[src/rtl/ceres_param.sv]
// Shared lowX port types and parameters.
// Used by the L1 caches and the L2 port responders.
package ceres_param;

  localparam int BLK_SIZE = 128;
  localparam int ID_W     = 4;

  typedef enum logic [1:0] {
    NO_SIZE,
    BYTE,
    HALF,
    WORD
  } rw_size_e;

  typedef struct packed {
    logic                valid;
    logic                ready;
    logic [31:0]         addr;
    logic                uncached;
    logic [ID_W-1:0]     id;
    logic                rw;
    rw_size_e            rw_size;
    logic [BLK_SIZE-1:0] data;
  } lowX_req_t;

  typedef struct packed {
    logic                valid;
    logic                ready;
    logic [BLK_SIZE-1:0] blk;
    logic [ID_W-1:0]     id;
  } lowX_res_t;

  typedef enum logic [1:0] {
    IDLE,
    ISSUE,
    WAIT,
    RESP
  } l2_resp_state_e;

endpackage

[src/rtl/l2_wstrb_gen.sv]
// Byte-strobe generator for one lowX write.
// Partial accesses are aligned down to their natural size.
module l2_wstrb_gen #(
  parameter int BLK_SIZE = 128
) (
  input  logic                         rw,
  input  ceres_param::rw_size_e        rw_size,
  input  logic [$clog2(BLK_SIZE/8)-1:0] off,
  output logic [BLK_SIZE/8-1:0]        wstrb
);

  localparam int NB   = BLK_SIZE / 8;
  localparam int OFFW = $clog2(NB);

  localparam logic [NB-1:0] B1 = NB'(1);
  localparam logic [NB-1:0] B2 = NB'(3);
  localparam logic [NB-1:0] B4 = NB'(15);

  logic [OFFW-1:0] off_h;
  logic [OFFW-1:0] off_w;

  assign off_h = {off[OFFW-1:1], 1'b0};
  assign off_w = {off[OFFW-1:2], 2'b00};

  always_comb begin
    wstrb = '0;
    if (rw) begin
      unique case (rw_size)
        ceres_param::NO_SIZE: wstrb = '1;
        ceres_param::BYTE:    wstrb = B1 << off;
        ceres_param::HALF:    wstrb = B2 << off_h;
        ceres_param::WORD:    wstrb = B4 << off_w;
        default:              wstrb = '0;
      endcase
    end
  end

endmodule

[src/rtl/l2_port_responder.sv]
// L2-side endpoint of one lowX port: one request in flight,
// issued to flat backing memory, answered with a one-cycle pulse.
module l2_port_responder #(
  parameter int          BLK_SIZE = 128,
  parameter int unsigned TIMEOUT  = 255
) (
  input  logic                   clk_i,
  input  logic                   rst_i,
  input  ceres_param::lowX_req_t l1_req_i,
  output ceres_param::lowX_res_t l1_res_o,
  output logic                   mem_req_valid_o,
  input  logic                   mem_req_ready_i,
  output logic [31:0]            mem_addr_o,
  output logic                   mem_we_o,
  output logic [BLK_SIZE-1:0]    mem_wdata_o,
  output logic [BLK_SIZE/8-1:0]  mem_wstrb_o,
  input  logic                   mem_rsp_valid_i,
  input  logic [BLK_SIZE-1:0]    mem_rsp_data_i,
  output logic                   err_o
);

  localparam int NB   = BLK_SIZE / 8;
  localparam int OFFW = $clog2(NB);

  ceres_param::l2_resp_state_e state_q, state_d;
  ceres_param::rw_size_e       size_q;

  logic [31:0]                  addr_q;
  logic                         rw_q;
  logic [BLK_SIZE-1:0]          data_q;
  logic [ceres_param::ID_W-1:0] id_q;
  logic [BLK_SIZE-1:0]          blk_q, blk_d;
  logic [31:0]                  cnt_q, cnt_d;
  logic                         err_q, err_d;
  logic                         cap;
  logic                         unused_req;

  // uncached only matters to the response path upstream
  assign unused_req = ^{l1_req_i.ready, l1_req_i.uncached};

  always_ff @(posedge clk_i) begin
    if (rst_i) begin
      state_q <= ceres_param::IDLE;
      addr_q  <= '0;
      rw_q    <= 1'b0;
      size_q  <= ceres_param::NO_SIZE;
      data_q  <= '0;
      id_q    <= '0;
      blk_q   <= '0;
      cnt_q   <= '0;
      err_q   <= 1'b0;
    end else begin
      state_q <= state_d;
      blk_q   <= blk_d;
      cnt_q   <= cnt_d;
      err_q   <= err_d;
      if (cap) begin
        addr_q <= l1_req_i.addr;
        rw_q   <= l1_req_i.rw;
        size_q <= l1_req_i.rw_size;
        data_q <= l1_req_i.data;
        id_q   <= l1_req_i.id;
      end
    end
  end

  always_comb begin
    state_d = state_q;
    blk_d   = blk_q;
    cnt_d   = cnt_q;
    err_d   = err_q;
    cap     = 1'b0;
    unique case (state_q)
      ceres_param::IDLE: begin
        if (l1_req_i.valid) begin
          cap     = 1'b1;
          state_d = ceres_param::ISSUE;
        end
      end
      ceres_param::ISSUE: begin
        if (mem_req_ready_i) begin
          cnt_d   = '0;
          state_d = ceres_param::WAIT;
        end
      end
      ceres_param::WAIT: begin
        // a response on the terminal count still wins
        if (mem_rsp_valid_i) begin
          blk_d   = rw_q ? '0 : mem_rsp_data_i;
          state_d = ceres_param::RESP;
        end else if (TIMEOUT != 0 && cnt_q == TIMEOUT - 1) begin
          err_d   = 1'b1;
          blk_d   = '0;
          state_d = ceres_param::RESP;
        end else begin
          cnt_d = cnt_q + 32'd1;
        end
      end
      ceres_param::RESP: state_d = ceres_param::IDLE;
      default:           state_d = ceres_param::IDLE;
    endcase
  end

  l2_wstrb_gen #(
    .BLK_SIZE(BLK_SIZE)
  ) u_wstrb (
    .rw     (rw_q),
    .rw_size(size_q),
    .off    (addr_q[OFFW-1:0]),
    .wstrb  (mem_wstrb_o)
  );

  assign mem_req_valid_o = (state_q == ceres_param::ISSUE);
  assign mem_addr_o      = {addr_q[31:OFFW], {OFFW{1'b0}}};
  assign mem_we_o        = rw_q;
  assign mem_wdata_o     = data_q;
  assign err_o           = err_q;

  always_comb begin
    l1_res_o       = '0;
    l1_res_o.valid = (state_q == ceres_param::RESP);
    l1_res_o.ready = (state_q == ceres_param::IDLE) && !rst_i;
    l1_res_o.blk   = blk_q;
    l1_res_o.id    = id_q;
  end

endmodule

[config.mk]
export PLATFORM = sky130hd
export DESIGN_NAME = l2_port_responder
export DESIGN_NICKNAME = d
export VERILOG_FILES = /design/src/rtl/ceres_param.sv /design/src/rtl/l2_wstrb_gen.sv /design/src/rtl/l2_port_responder.sv
export SDC_FILE = /design/constraint.sdc
export NUM_CORES = 1
export LEC_CHECK = 0
export ABC_AREA = 1
export CAP_MARGIN = 10
export CORE_AREA = 2 2 236 238
export DETAILED_ROUTE_END_ITERATION = 10
export DIE_AREA = 0 0 238 240
export MAX_ROUTING_LAYER = met4
export PLACE_DENSITY_LB_ADDON = 0.25
export SETUP_SLACK_MARGIN = 0.1
export SYNTH_ARGS = -nofsm -noshare
export SYNTH_HDL_FRONTEND = slang
export SYNTH_SLANG_ARGS = --single-unit
[constraint.sdc]
create_clock -name clk_i -period 2.2 [get_ports clk_i]
set_clock_uncertainty 0.05 [all_clocks]
set_input_delay 0.66 -clock clk_i [delete_from_list [all_inputs] [get_ports clk_i]]
set_output_delay 0.66 -clock clk_i [all_outputs]
set_load 0.05 [all_outputs]
After elaboration in Yosys (flattened, before gate mapping)
Index checks and enable logic that the tools add are counted.
{"block": "classes", "n_bitwise": 1, "mux": 16, "addsub": 1, "shift": 3, "reduce_logical": 10, "n_eq_ne": 12}
{"cell": "two-way mux 128 bit", "n": 3}
{"cell": "two-way mux 32 bit", "n": 3}
{"cell": "case mux 16 bit (4 select lines)", "n": 1}
{"cell": "case mux 32 bit (2 select lines)", "n": 1}
{"cell": "adder 32 x 1 -> 32 bit (second input constant)", "n": 1}
{"cell": "== test 32 x 8 -> 1 bit (second input constant)", "n": 1}
{"cell": "two-way mux 16 bit", "n": 1}
{"cell": "<< shifter 1 x 4 -> 16 bit (first input constant)", "n": 1}
{"cell": "<< shifter 2 x 4 -> 16 bit (first input constant)", "n": 1}
{"cell": "<< shifter 4 x 4 -> 16 bit (first input constant)", "n": 1}
{"cell": "== test 2 bit (second input constant)", "n": 4}
{"cell": "two-way mux 2 bit", "n": 4}
{"cell": "case mux 2 bit (4 select lines)", "n": 1}
{"cell": "!= test 2 bit (second input constant)", "n": 3}
{"cell": "AND reduction 3 bit", "n": 2}
{"cell": "== test 2 x 1 -> 1 bit (second input constant)", "n": 2}
{"cell": "logical NOT 2 bit", "n": 2}
{"cell": "AND reduction 4 bit", "n": 1}
{"cell": "nonzero test 2 bit", "n": 2}
{"cell": "!= test 3 bit (second input constant)", "n": 1}
{"cell": "two-way mux 1 bit", "n": 2}
{"cell": "!= test 2 x 1 -> 1 bit (second input constant)", "n": 1}
{"cell": "AND reduction 2 bit", "n": 1}
{"cell": "logical AND 1 bit", "n": 1}
{"cell": "other kinds (2)", "n": 2}
{"block": "totals", "reg_bits": 330, "in_bits": 302, "elab_cells": 52, "output_inout_bits": 313}

Depth between registers and ports, before layout
Gate-level depths: netlist (run 1).
{"block": "logic_depth", "word_depth": 4, "depth_mapped": 13, "ltp_nobuf": 12}

By module
Synthesis (run 1) repeated with hierarchy kept, for this count alone.
{"block": "hier_totals", "hier_cells": 1957, "area_unflattened_um2": 13588.0}
{"module": "l2_port_responder", "n_inst": 1, "area_each_um2": 13063.8, "seq_area_each_um2": 6606.3, "cells_per_inst": 1833}
{"module": "l2_wstrb_gen", "n_inst": 1, "area_each_um2": 524.3, "seq_area_each_um2": 0.0, "cells_per_inst": 124}

Worst setup path before layout (run 1)
Ideal clock, no wire load.
{"block": "synth_timing", "kind": "register to output", "startpoint": "reg rw_q (netlist: mem_we_o)", "endpoint": "out mem_wstrb_o[10]", "setup_slack_ps": -507, "n_path_buf": 1, "stages_incl_launch_ff": 4, "required_time_ps": 1490, "arrival_time_ps": 1997, "path_cell_list": "dfxtp_1 > clkinv_1 > clkbuf_1 > a31oi_1"}
{"block": "synth_via", "elab_chain_len": 1}
{"item": "from (decl)", "line_no": "l2_port_responder.sv:29", "text": "logic rw_q;"}
{"item": "from (signal assigned)", "line_no": "l2_port_responder.sv:59", "text": "rw_q <= l1_req_i.rw;"}
{"item": "two-way mux 16 bit", "line_no": "l2_wstrb_gen.sv:27", "text": "if (rw) begin"}
{"item": "to (decl)", "line_no": "l2_port_responder.sv:16", "text": "output logic [BLK_SIZE/8-1:0] mem_wstrb_o,"}
Every way passes these cells.

Worst setup path in the final report (run 1)
{"block": "layout_timing", "startpoint": "reg size_q[0]", "endpoint": "out mem_wstrb_o[1]"}
{"block": "layout_via", "elab_chain_len": 3, "elab_cells_between_ends": 6, "cone_classes": "3 x eq/ne; 2 x mux; 1 x reduce/logical"}
{"item": "from (decl)", "line_no": "l2_port_responder.sv:26", "text": "ceres_param::rw_size_e size_q;"}
{"item": "from (signal assigned)", "line_no": "l2_port_responder.sv:46", "text": "size_q <= ceres_param::NO_SIZE;"}
{"item": "from (signal assigned)", "line_no": "l2_port_responder.sv:60", "text": "size_q <= l1_req_i.rw_size;"}
{"item": "== test 2 bit (tied with other cells)", "line_no": "l2_wstrb_gen.sv:28", "text": "unique case (rw_size)"}
{"item": "case mux 16 bit (4 select lines) *", "line_no": "l2_wstrb_gen.sv:28"}
{"item": "two-way mux 16 bit *", "line_no": "l2_wstrb_gen.sv:27"}
Mark *: on every way between the ends. The rest lies on a longest branch, timed or not.

==> results of run 1 <==
## layout by cell type (no fill, tap or decap), drive strengths merged, types with 2 or more instances in the layout
cell type      count
nand2            480
dfxtp            330
nor2             441
clkbuf            58
clkdlybuf4s15     63
inv               73
a31oi             16
bufinv             5
conb               4
ha                 7
diode              3
buf              324
clkdlybuf4s50    298
o2111ai            8
o31ai              2
nand4             22
nand3             28
clkinv             4
o21ai            173
and2               2
a21oi            146
nor3               7
## synth_stat cells, drive strengths merged
cell type	number
a21oi	146
a31oi	16
and2	2
buf	73
clkbuf	75
clkinv	1
conb	1
dfxtp	330
ha	7
inv	70
nand2	480
nand3	28
nand3b	1
nand4	22
nor2	441
nor3	7
nor3b	1
o2111ai	8
o21ai	173
o22ai	1
o31ai	2
or2	1
xnor2	1
xor2	1
## state kept, by name, indices dropped and copies added, names as in the netlist
signal,count
mem_we_o,1
blk_q,128
state_q,2
err_o,1
size_q,2
addr_q,32
cnt_q,32
id_q,4
mem_wdata_o,128
## power by group
| group | total, mW | internal, mW | leakage [nW] | switching (mW) |
|---|---|---|---|---|
| Clock | 6.93 | 4.26 | 0.669 | 2.67 |
| Sequential | 8.10 | 7.30 | 2.70 | 0.794 |
| Combinational | 13.0 | 4.28 | 5.46 | 8.73 |
| Total | 28.0 | 15.8 | 8.83 | 12.2 |
## stage by stage
stage          instances  cell area [um^2]  utilization [%]  hold WS, ns
2_1_floorplan       1891             13700                -        0.406
3_3_place_gp        3113             20100             36.8        0.399
3_5_place_dp        3113             20100             36.8        0.403
4_1_cts             3192             21800             39.8        0.411
5_1_grt             3205             21900             40.0        0.427
6_report            3205             21900             40.0        0.410
## final timing paths
kind / slack (ns) / endpoint / depth (start not counted)
hold reg to reg: 0.41 / blk_q[102] / 2
hold / removal: 0.41 / blk_q[102] / 2
setup reg to reg: 0.31 / blk_q[54] / 12
setup / recovery: -0.42 / mem_wstrb_o[1] / 5
## final cells by class
type	count	area share [%]
Sequential cell	330	30.3
Inverter	71	1.32
Antenna cell	3	0.0343
Clock buffer	58	5.30
Multi-Input combinational cell	1342	27.8
Timing Repair Buffer	685	30.3
Tap cell	704	4.03
Clock inverter	12	0.978
## worst reg2reg max path: stages, from the launching register on
cell,delay (ns)
dfxtp_1,0.37
inv_1,0.11
ha_1,0.21
inv_1,0.07
nor2_1,0.05
nand2_1,0.05
nor2_1,0.04
nand2_1,0.12
nand2_1,0.11
nand2_4,0.15
buf_12,0.24
nand2_1,0.11
a21oi_1,0.14
## what timing repair did
item                                    in CTS  in global routing
gates resized for setup                    222                 10
buffers inserted                             9                 10
pin swaps                                   11                 13
endpoints found under the hold margin        0                  0
endpoints found under the setup margin      81                 17
## routing by layer
layer  up-vias  track usage (%)  wire length [um]
met1      6375             20.5             21200
li1       7142                -                 -
met4         0             6.12              1650
met2       439             30.8             26300
met3        93             4.64              3590
met5         -                -                 0
## cell families (layout without fill, tap and decap cells)
kind of cell / Yosys count / after routing / share of synthesized area [%]
XOR/XNOR: 2 / 2 / 0.131
buffers and inverters: 219 / 826 / 7.76
other: 1 / 7 / 0.0281
AND/OR/NAND/NOR: 983 / 983 / 28.6
adder cells (fa/ha/maj): 7 / 7 / 0.655
AO/OA/AOI/OAI: 346 / 346 / 13.4
flip-flops: 330 / 330 / 49.4
==> results.sh, run 1 <==
export IMPL_cts_hold_buf=0
export IMPL_hold_path_class="reg -> reg"
export IMPL_reg2reg_from="cnt_q[0]"
export IMPL_htree_num_levels=2
export IMPL_grt_pass1_wl_mm=78.1
export IMPL_synth_area_top_cells="dfxtp_1, nand2_1, nor2_1"
export IMPL_cp_common_cell="buf_12"
export IMPL_cts_buffers=41
export IMPL_cp_slowest_cell="dfxtp_2"
export IMPL_core_mm2=0.0547
export IMPL_startpoint_type="flop"
export IMPL_peakVddDrop_mv=0.715
export IMPL_drive_gt1_share_pct=20.1
export IMPL_cp_arrival_ns=1.91
export IMPL_crit_chain="buf_6 -> or2_4 -> buf_12 -> a31oi_4 -> buf_12"
export IMPL_critPathCaptureType="output port"
export IMPL_grt_setup_unrepaired="true"
export IMPL_drt_pass1_iterations=7
export IMPL_leakage_nw=8.83
export IMPL_die_area_mm2=0.0571
export IMPL_ys_seq_elements=330
export IMPL_synth_area_mm2=0.0134
export IMPL_maxCapViolations=0
export IMPL_rows=86
export IMPL_setup_ws_ns=-0.421
export IMPL_holdCritStartpoint="blk_q[102]"
export IMPL_ioPinCount=615
export IMPL_gp_congestion=0.923
export IMPL_finalMaxSlewViolations=0
export IMPL_critical_path_class="reg -> out"
export IMPL_min_period_over_period_pct=119
export IMPL_register_area_mm2=0.00662
export IMPL_drc=0
export IMPL_grt_start_max_net_pins=76
export IMPL_maxClockFrequency_mhz=382
export IMPL_grt_usage_pct=18.0
export IMPL_run_status="complete, but fails checks"
export IMPL_num_fill_cells=5572
export IMPL_worstPathRequired_ns=1.49
export IMPL_routed_via_density=4.38
export IMPL_clock_latency_ns=0.56
export IMPL_power_density_mw_per_mm2=1280
export IMPL_drtIter0Drc=678
export IMPL_area_delta_synth_final_pct=63.7
export IMPL_multi_input_area_mm2=0.00608
export IMPL_critical_path_max_stage_delay_ns=0.33
export IMPL_syn_inst=1888
export IMPL_cts_root_buffer_cell="clkbuf_16"
export IMPL_clkTransAtPathRegs_ns=0.06
export IMPL_wl_per_cell_um=16.5
export IMPL_yosysUniqueCellTypes=32
export IMPL_crit_buf_inv=3
export IMPL_overflow=0
export IMPL_clk_path_buf_depth=3
export IMPL_synth_top_area_cell="dfxtp_1"
export IMPL_cts_tree="yes"
export IMPL_ant_nets=0
export IMPL_yosysTopAreaCellShare_pct=49.4
export IMPL_critPathTopFamily="buffers and inverters"
export IMPL_finalSetupViolations=16
export IMPL_violations="negative setup slack"
export IMPL_cts_sinks=330
export IMPL_start_util_pct=24.4
export IMPL_vias=14000
export IMPL_nNetsFinal=2780
export IMPL_antenna_found_initial=3
export IMPL_total_power_mw=28.0
export IMPL_dp_hpwl_mm=39.6
export IMPL_die_h_um=240
export IMPL_grt_pass1_vias=13700
export IMPL_dpl_worst_slack_ns=-0.0490
export IMPL_setup_tns_ns=-5.66
export IMPL_die_w_um=238
export IMPL_wl_mm=52.8
export IMPL_crit_start="size_q[0]"
export IMPL_worst_path_max_fanout=7
export IMPL_ys_warn_count=0
export IMPL_hold_viol_final=0
export IMPL_min_period_ns=2.62
export IMPL_yosysSeqAreaShare_pct=49.4
export IMPL_avgSynthCellArea_um2=7.08
export IMPL_io_buffers=608
No activity file was read; power rests on OpenSTA's default activity.
==> inputs of run 2 (changes only) <==
--- a/config.mk
+++ b/config.mk
@@ -7,9 +7,11 @@
 export LEC_CHECK = 0
 export ABC_AREA = 1
 export CAP_MARGIN = 10
-export CORE_AREA = 2 2 236 238
+export CELL_PAD_IN_SITES_DETAIL_PLACEMENT = 1
+export CELL_PAD_IN_SITES_GLOBAL_PLACEMENT = 1
+export CORE_AREA = 2 2 242 244
 export DETAILED_ROUTE_END_ITERATION = 10
-export DIE_AREA = 0 0 238 240
+export DIE_AREA = 0 0 244 246
 export MAX_ROUTING_LAYER = met4
 export PLACE_DENSITY_LB_ADDON = 0.25
 export SETUP_SLACK_MARGIN = 0.1
==> run 2 against run 1 <==
The run still ends with negative setup slack left. Fmax up 5.1%. Sequential share of layout area fell by 0.34 points. Critical path depth fell by 1. Combinational power is 4% higher. Global-route usage grew 2.1 points. Design area increased by 1.3%. Worst setup slack better by 0.13 ns. Highest routed layer unchanged. Largest cell class unchanged.
==> results.sh, run 2 (synthesized netlist as in run 1, its figures left out) <==
export IMPL_cp_arrival_ns=1.78
export IMPL_cts_sinks=330
export IMPL_fin_area_mm2=0.0222
export IMPL_power_density_mw_per_mm2=1300
export IMPL_start_util_pct=23.3
export IMPL_die_w_um=244
export IMPL_overflow=0
export IMPL_vias=14500
export IMPL_finalSetupViolations=16
export IMPL_setup_ws_ns=-0.295
export IMPL_drtIter0Drc=552
export IMPL_cts_tree="yes"
export IMPL_htree_num_levels=2
export IMPL_critical_path_class="reg -> out"
export IMPL_layout_commonest_cell="nand2_1"
export IMPL_dp_cells=3172
export IMPL_crit_buf_inv=2
export IMPL_grt_setup_unrepaired="true"
export IMPL_drive_gt1_share_pct=21.1
export IMPL_dp_hpwl_mm=46.7
export IMPL_holdWs_ns=0.410
export IMPL_grt_start_max_net_pins=94
export IMPL_core_mm2=0.0574
export IMPL_startpoint_type="flop"
export IMPL_clkTransAtPathRegs_ns=0.06
export IMPL_routed_via_density=4.41
export IMPL_die_area_mm2=0.0600
export IMPL_drc=0
export IMPL_violations="negative setup slack"
export IMPL_hold_viol_final=0
export IMPL_worst_path_max_fanout=5
export IMPL_maxCapViolations=0
export IMPL_setup_tns_ns=-4.42
export IMPL_dpl_instance_area_mm2=0.0202
export IMPL_run_status="complete, but fails checks"
export IMPL_clk_path_buf_depth=3
export IMPL_drt_pass1_iterations=6
export IMPL_peakVddDrop_mv=0.655
export IMPL_io_buffers=608
export IMPL_cts_hold_buf=0
export IMPL_cts_root_buffer_cell="clkbuf_16"
export IMPL_critical_path_max_stage_delay_ns=0.36
export IMPL_finalMaxSlewViolations=0
export IMPL_tightest_slew_ns=0.588
export IMPL_die_h_um=246
export IMPL_leakage_nw=8.91
export IMPL_ant_nets=0
export IMPL_mostFrequentLayoutCells="nand2_1, nor2_1, dfxtp_1"
export IMPL_wl_per_cell_um=18.9
export IMPL_grt_pass1_wl_mm=90.7
export IMPL_clock_latency_ns=0.56
export IMPL_final_cells=3279
export IMPL_antenna_found_initial=12
export IMPL_nNetsFinal=2777
export IMPL_wl_mm=61.8
export IMPL_critPathTopFamily="flip-flops"
export IMPL_cp_slowest_cell="dfxtp_4"
export IMPL_slew_limit_headroom_pct=60.8
export IMPL_grt_usage_pct=20.1
export IMPL_maxClockFrequency_mhz=401
export IMPL_min_period_over_period_pct=113
export IMPL_final_util_pct=38.6
export IMPL_worstPathRequired_ns=1.49
export IMPL_grt_pass1_vias=15100
export IMPL_hold_path_class="reg -> reg"
export IMPL_area_delta_synth_final_pct=65.8
export IMPL_gp_congestion=0.877
export IMPL_cts_buffers=42
export IMPL_critPathCaptureType="output port"
export IMPL_ioPinCount=615
export IMPL_rows=88
export IMPL_min_period_ns=2.49
export IMPL_crit_chain="or2_4 -> clkbuf_16 -> a31oi_4 -> buf_12"
-- run 2: final timing paths --
kind | start | end | slack [ns] | cells past startpoint
min | blk_q[1] | blk_q[1] | 0.41 | 2
max reg2reg | cnt_q[1] | cnt_q[14] | 0.26 | 11
max | size_q[0] | mem_wstrb_o[13] | -0.29 | 4
min reg2reg | blk_q[1] | blk_q[1] | 0.41 | 2
-- run 2: through the flow --
step	setup WS, ns	power [mW]
2_1_floorplan	0.110	16.5
3_3_place_gp	-0.0126	21.0
3_5_place_dp	-0.0721	21.2
4_1_cts	-0.337	28.9
5_1_grt	-0.367	30.3
6_report	-0.295	28.8
-- run 2: final cells by class --
type,count,area [um^2]
antenna,15,37.5
clock buffer,61,1210
clock inverter,14,203
fill,6865,35200
inverter,71,294
multi-input combinational,1342,6180
sequential,330,6630
tap,765,957
timing repair buffer,681,6630
-- run 2: worst min-delay path, stage by stage (launching register included) --
cell and delay [ns]:
dfxtp_1 0.31, nand2_1 0.06, a21oi_1 0.05
-- run 2: timing repair --
| action | 4_1_cts | 5_1_grt |
|---|---|---|
| gates resized for setup | 203 | 40 |
| setup buffers | 11 | 4 |
| cloned | 0 | 2 |
| pin swaps | 12 | 17 |
| endpoints found under the setup margin | 70 | 136 |
| endpoints found under the hold margin | 0 | 0 |
-- run 2: layer usage --
layer | up-vias | GRT usage, % | part of all wire, %
met4 | 0 | 6.15 | 2.7
met1 | 6829 | 20.9 | 37
met5 | - | - | 0
met3 | 87 | 6.55 | 7.8
li1 | 7166 | - | -
met2 | 386 | 36.1 | 53
-- run 2: power by group --
part	internal (mW)	total (mW)	switching, mW
registers	7.31	8.14	0.826
logic	4.42	13.5	9.06
clock network	4.32	7.15	2.84
==> inputs of run 3 (changes only) <==
--- a/config.mk
+++ b/config.mk
@@ -9,9 +9,9 @@
 export CAP_MARGIN = 10
 export CELL_PAD_IN_SITES_DETAIL_PLACEMENT = 1
 export CELL_PAD_IN_SITES_GLOBAL_PLACEMENT = 1
-export CORE_AREA = 2 2 242 244
+export CORE_AREA = 2 2 241 243
 export DETAILED_ROUTE_END_ITERATION = 10
-export DIE_AREA = 0 0 244 246
+export DIE_AREA = 0 0 243 245
 export MAX_ROUTING_LAYER = met4
 export PLACE_DENSITY_LB_ADDON = 0.25
 export SETUP_SLACK_MARGIN = 0.1
==> constraint.sdc (replaced) <==
create_clock -name clk_i -period 2.9 [get_ports clk_i]
set_clock_uncertainty 0.05 [all_clocks]
set_input_delay 0.87 -clock clk_i [delete_from_list [all_inputs] [get_ports clk_i]]
set_output_delay 0.87 -clock clk_i [all_outputs]
set_load 0.05 [all_outputs]
==> run 3 against run 2 <==
The run now ends clean. Worst hold slack worse by 0.0015 ns. Die area down 0.81%. Via count down 1.7%. Highest routed layer unchanged.
==> results.sh, run 3 (synthesized netlist as in run 1, its figures left out) <==
export IMPL_power_density_mw_per_mm2=959
export IMPL_critical_path_class="reg -> out"
export IMPL_setup_tns_ns=0
export IMPL_start_util_pct=23.4
export IMPL_min_period_over_period_pct=95.9
export IMPL_vias=14200
export IMPL_run_status="complete, no violations"
export IMPL_io_buffers=608
export IMPL_clkTransAtPathRegs_ns=0.06
export IMPL_tightest_slew_ns=0.844
export IMPL_drc=0
export IMPL_mostFrequentLayoutCells="clkdlybuf4s50_1, nand2_1, nor2_1"
export IMPL_wl_per_cell_um=18.0
export IMPL_grt_pass1_vias=14800
export IMPL_slew_limit_headroom_pct=43.7
export IMPL_critPathCaptureType="output port"
export IMPL_die_h_um=245
export IMPL_area_delta_synth_final_pct=65.5
export IMPL_drt_pass1_iterations=4
export IMPL_cts_tree="yes"
export IMPL_clk_path_buf_depth=3
export IMPL_cts_sinks=330
export IMPL_antenna_found_initial=5
export IMPL_final_cells=3233
export IMPL_worst_path_max_fanout=6
export IMPL_layout_commonest_cell="clkdlybuf4s50_1"
export IMPL_core_mm2=0.0570
export IMPL_rows=88
export IMPL_maxCapViolations=0
export IMPL_cp_arrival_ns=1.86
export IMPL_nNetsFinal=2748
export IMPL_overflow=0
export IMPL_dp_hpwl_mm=43.8
export IMPL_drive_gt1_share_pct=7.71
export IMPL_die_area_mm2=0.0595
export IMPL_gp_congestion=0.851
export IMPL_ioPinCount=615
export IMPL_hold_viol_final=0
export IMPL_grt_usage_pct=19.2
export IMPL_die_w_um=243
export IMPL_cts_root_buffer_cell="clkbuf_16"
export IMPL_grt_pass1_wl_mm=86.4
export IMPL_drtIter0Drc=558
export IMPL_grt_setup_unrepaired="true"
export IMPL_clock_latency_ns=0.58
export IMPL_leakage_nw=8.29
export IMPL_startpoint_type="flop"
export IMPL_finalSetupViolations=0
export IMPL_maxClockFrequency_mhz=359
export IMPL_peakVddDrop_mv=0.599
export IMPL_hold_path_class="reg -> reg"
export IMPL_cts_buffers=42
export IMPL_dp_cells=3150
export IMPL_cts_hold_buf=0
export IMPL_dpl_instance_area_mm2=0.0203
export IMPL_reg2reg_depth=8
export IMPL_wl_mm=58.2
export IMPL_grt_start_max_net_pins=90
export IMPL_routed_via_density=4.40
export IMPL_htree_num_levels=2
export IMPL_min_period_ns=2.78
export IMPL_finalMaxSlewViolations=0
export IMPL_final_util_pct=38.8
export IMPL_ant_nets=0
export IMPL_worstPathRequired_ns=1.98
export IMPL_worstHoldPathCells=2
export IMPL_fin_area_mm2=0.0221
==> run 3: worst paths after layout <==
check	from	end	slack [ns]
worst min register to register	blk_q[92]	blk_q[92]	0.41
worst max-delay path	addr_q[3]	mem_wstrb_o[6]	0.12
worst min-delay path	blk_q[92]	blk_q[92]	0.41
worst max register to register	state_q[0]	blk_q[127]	0.69
==> run 3: metal layers <==
layer | vias to the layer above | part of all wire (%) | GRT usage [%]
met5 | - | 0 | -
li1 | 7073 | - | -
met1 | 6679 | 38 | 19.7
met2 | 372 | 51 | 33.2
met4 | 0 | 3.4 | 8.01
met3 | 103 | 7.9 | 7.02
==> run 3: cell type report <==
type,instances,area [um^2]
antenna,5,12.5
clock buffer,58,1160
clock inverter,10,140
fill,6949,34900
inverter,71,309
multi-input combinational,1342,6120
sequential,330,6630
tap,765,957
timing repair buffer,652,6790
==> run 3: repair_timing <==
action	4_1_cts	5_1_grt
buffers inserted	0	10
setup endpoints to repair	23	20
resized for setup	33	71
pin swaps	0	22
==> run 3: critical path: stages, from the launching register on <==
cell and delay [ns]:
dfxtp_4 0.38, inv_2 0.16, o2111ai_1 0.32, a31oi_4 0.27, buf_12 0.16
==> run 3: per-stage QoR <==
step / power [mW] / worst slack (ns) / hold WS (ns)
2_1_floorplan: 12.3 / -0.0168 / 0.406
3_3_place_gp: 15.8 / 0.367 / 0.396
3_5_place_dp: 15.9 / 0.246 / 0.404
4_1_cts: 21.2 / 0.0258 / 0.412
5_1_grt: 22.4 / 0.00112 / 0.420
6_report: 21.2 / 0.118 / 0.409
==> run 3: power by group <==
part	leakage (nW)	internal, mW	switching, mW
registers	2.70	5.54	0.594
logic	4.95	3.35	6.69
clock network	0.635	2.97	2.07
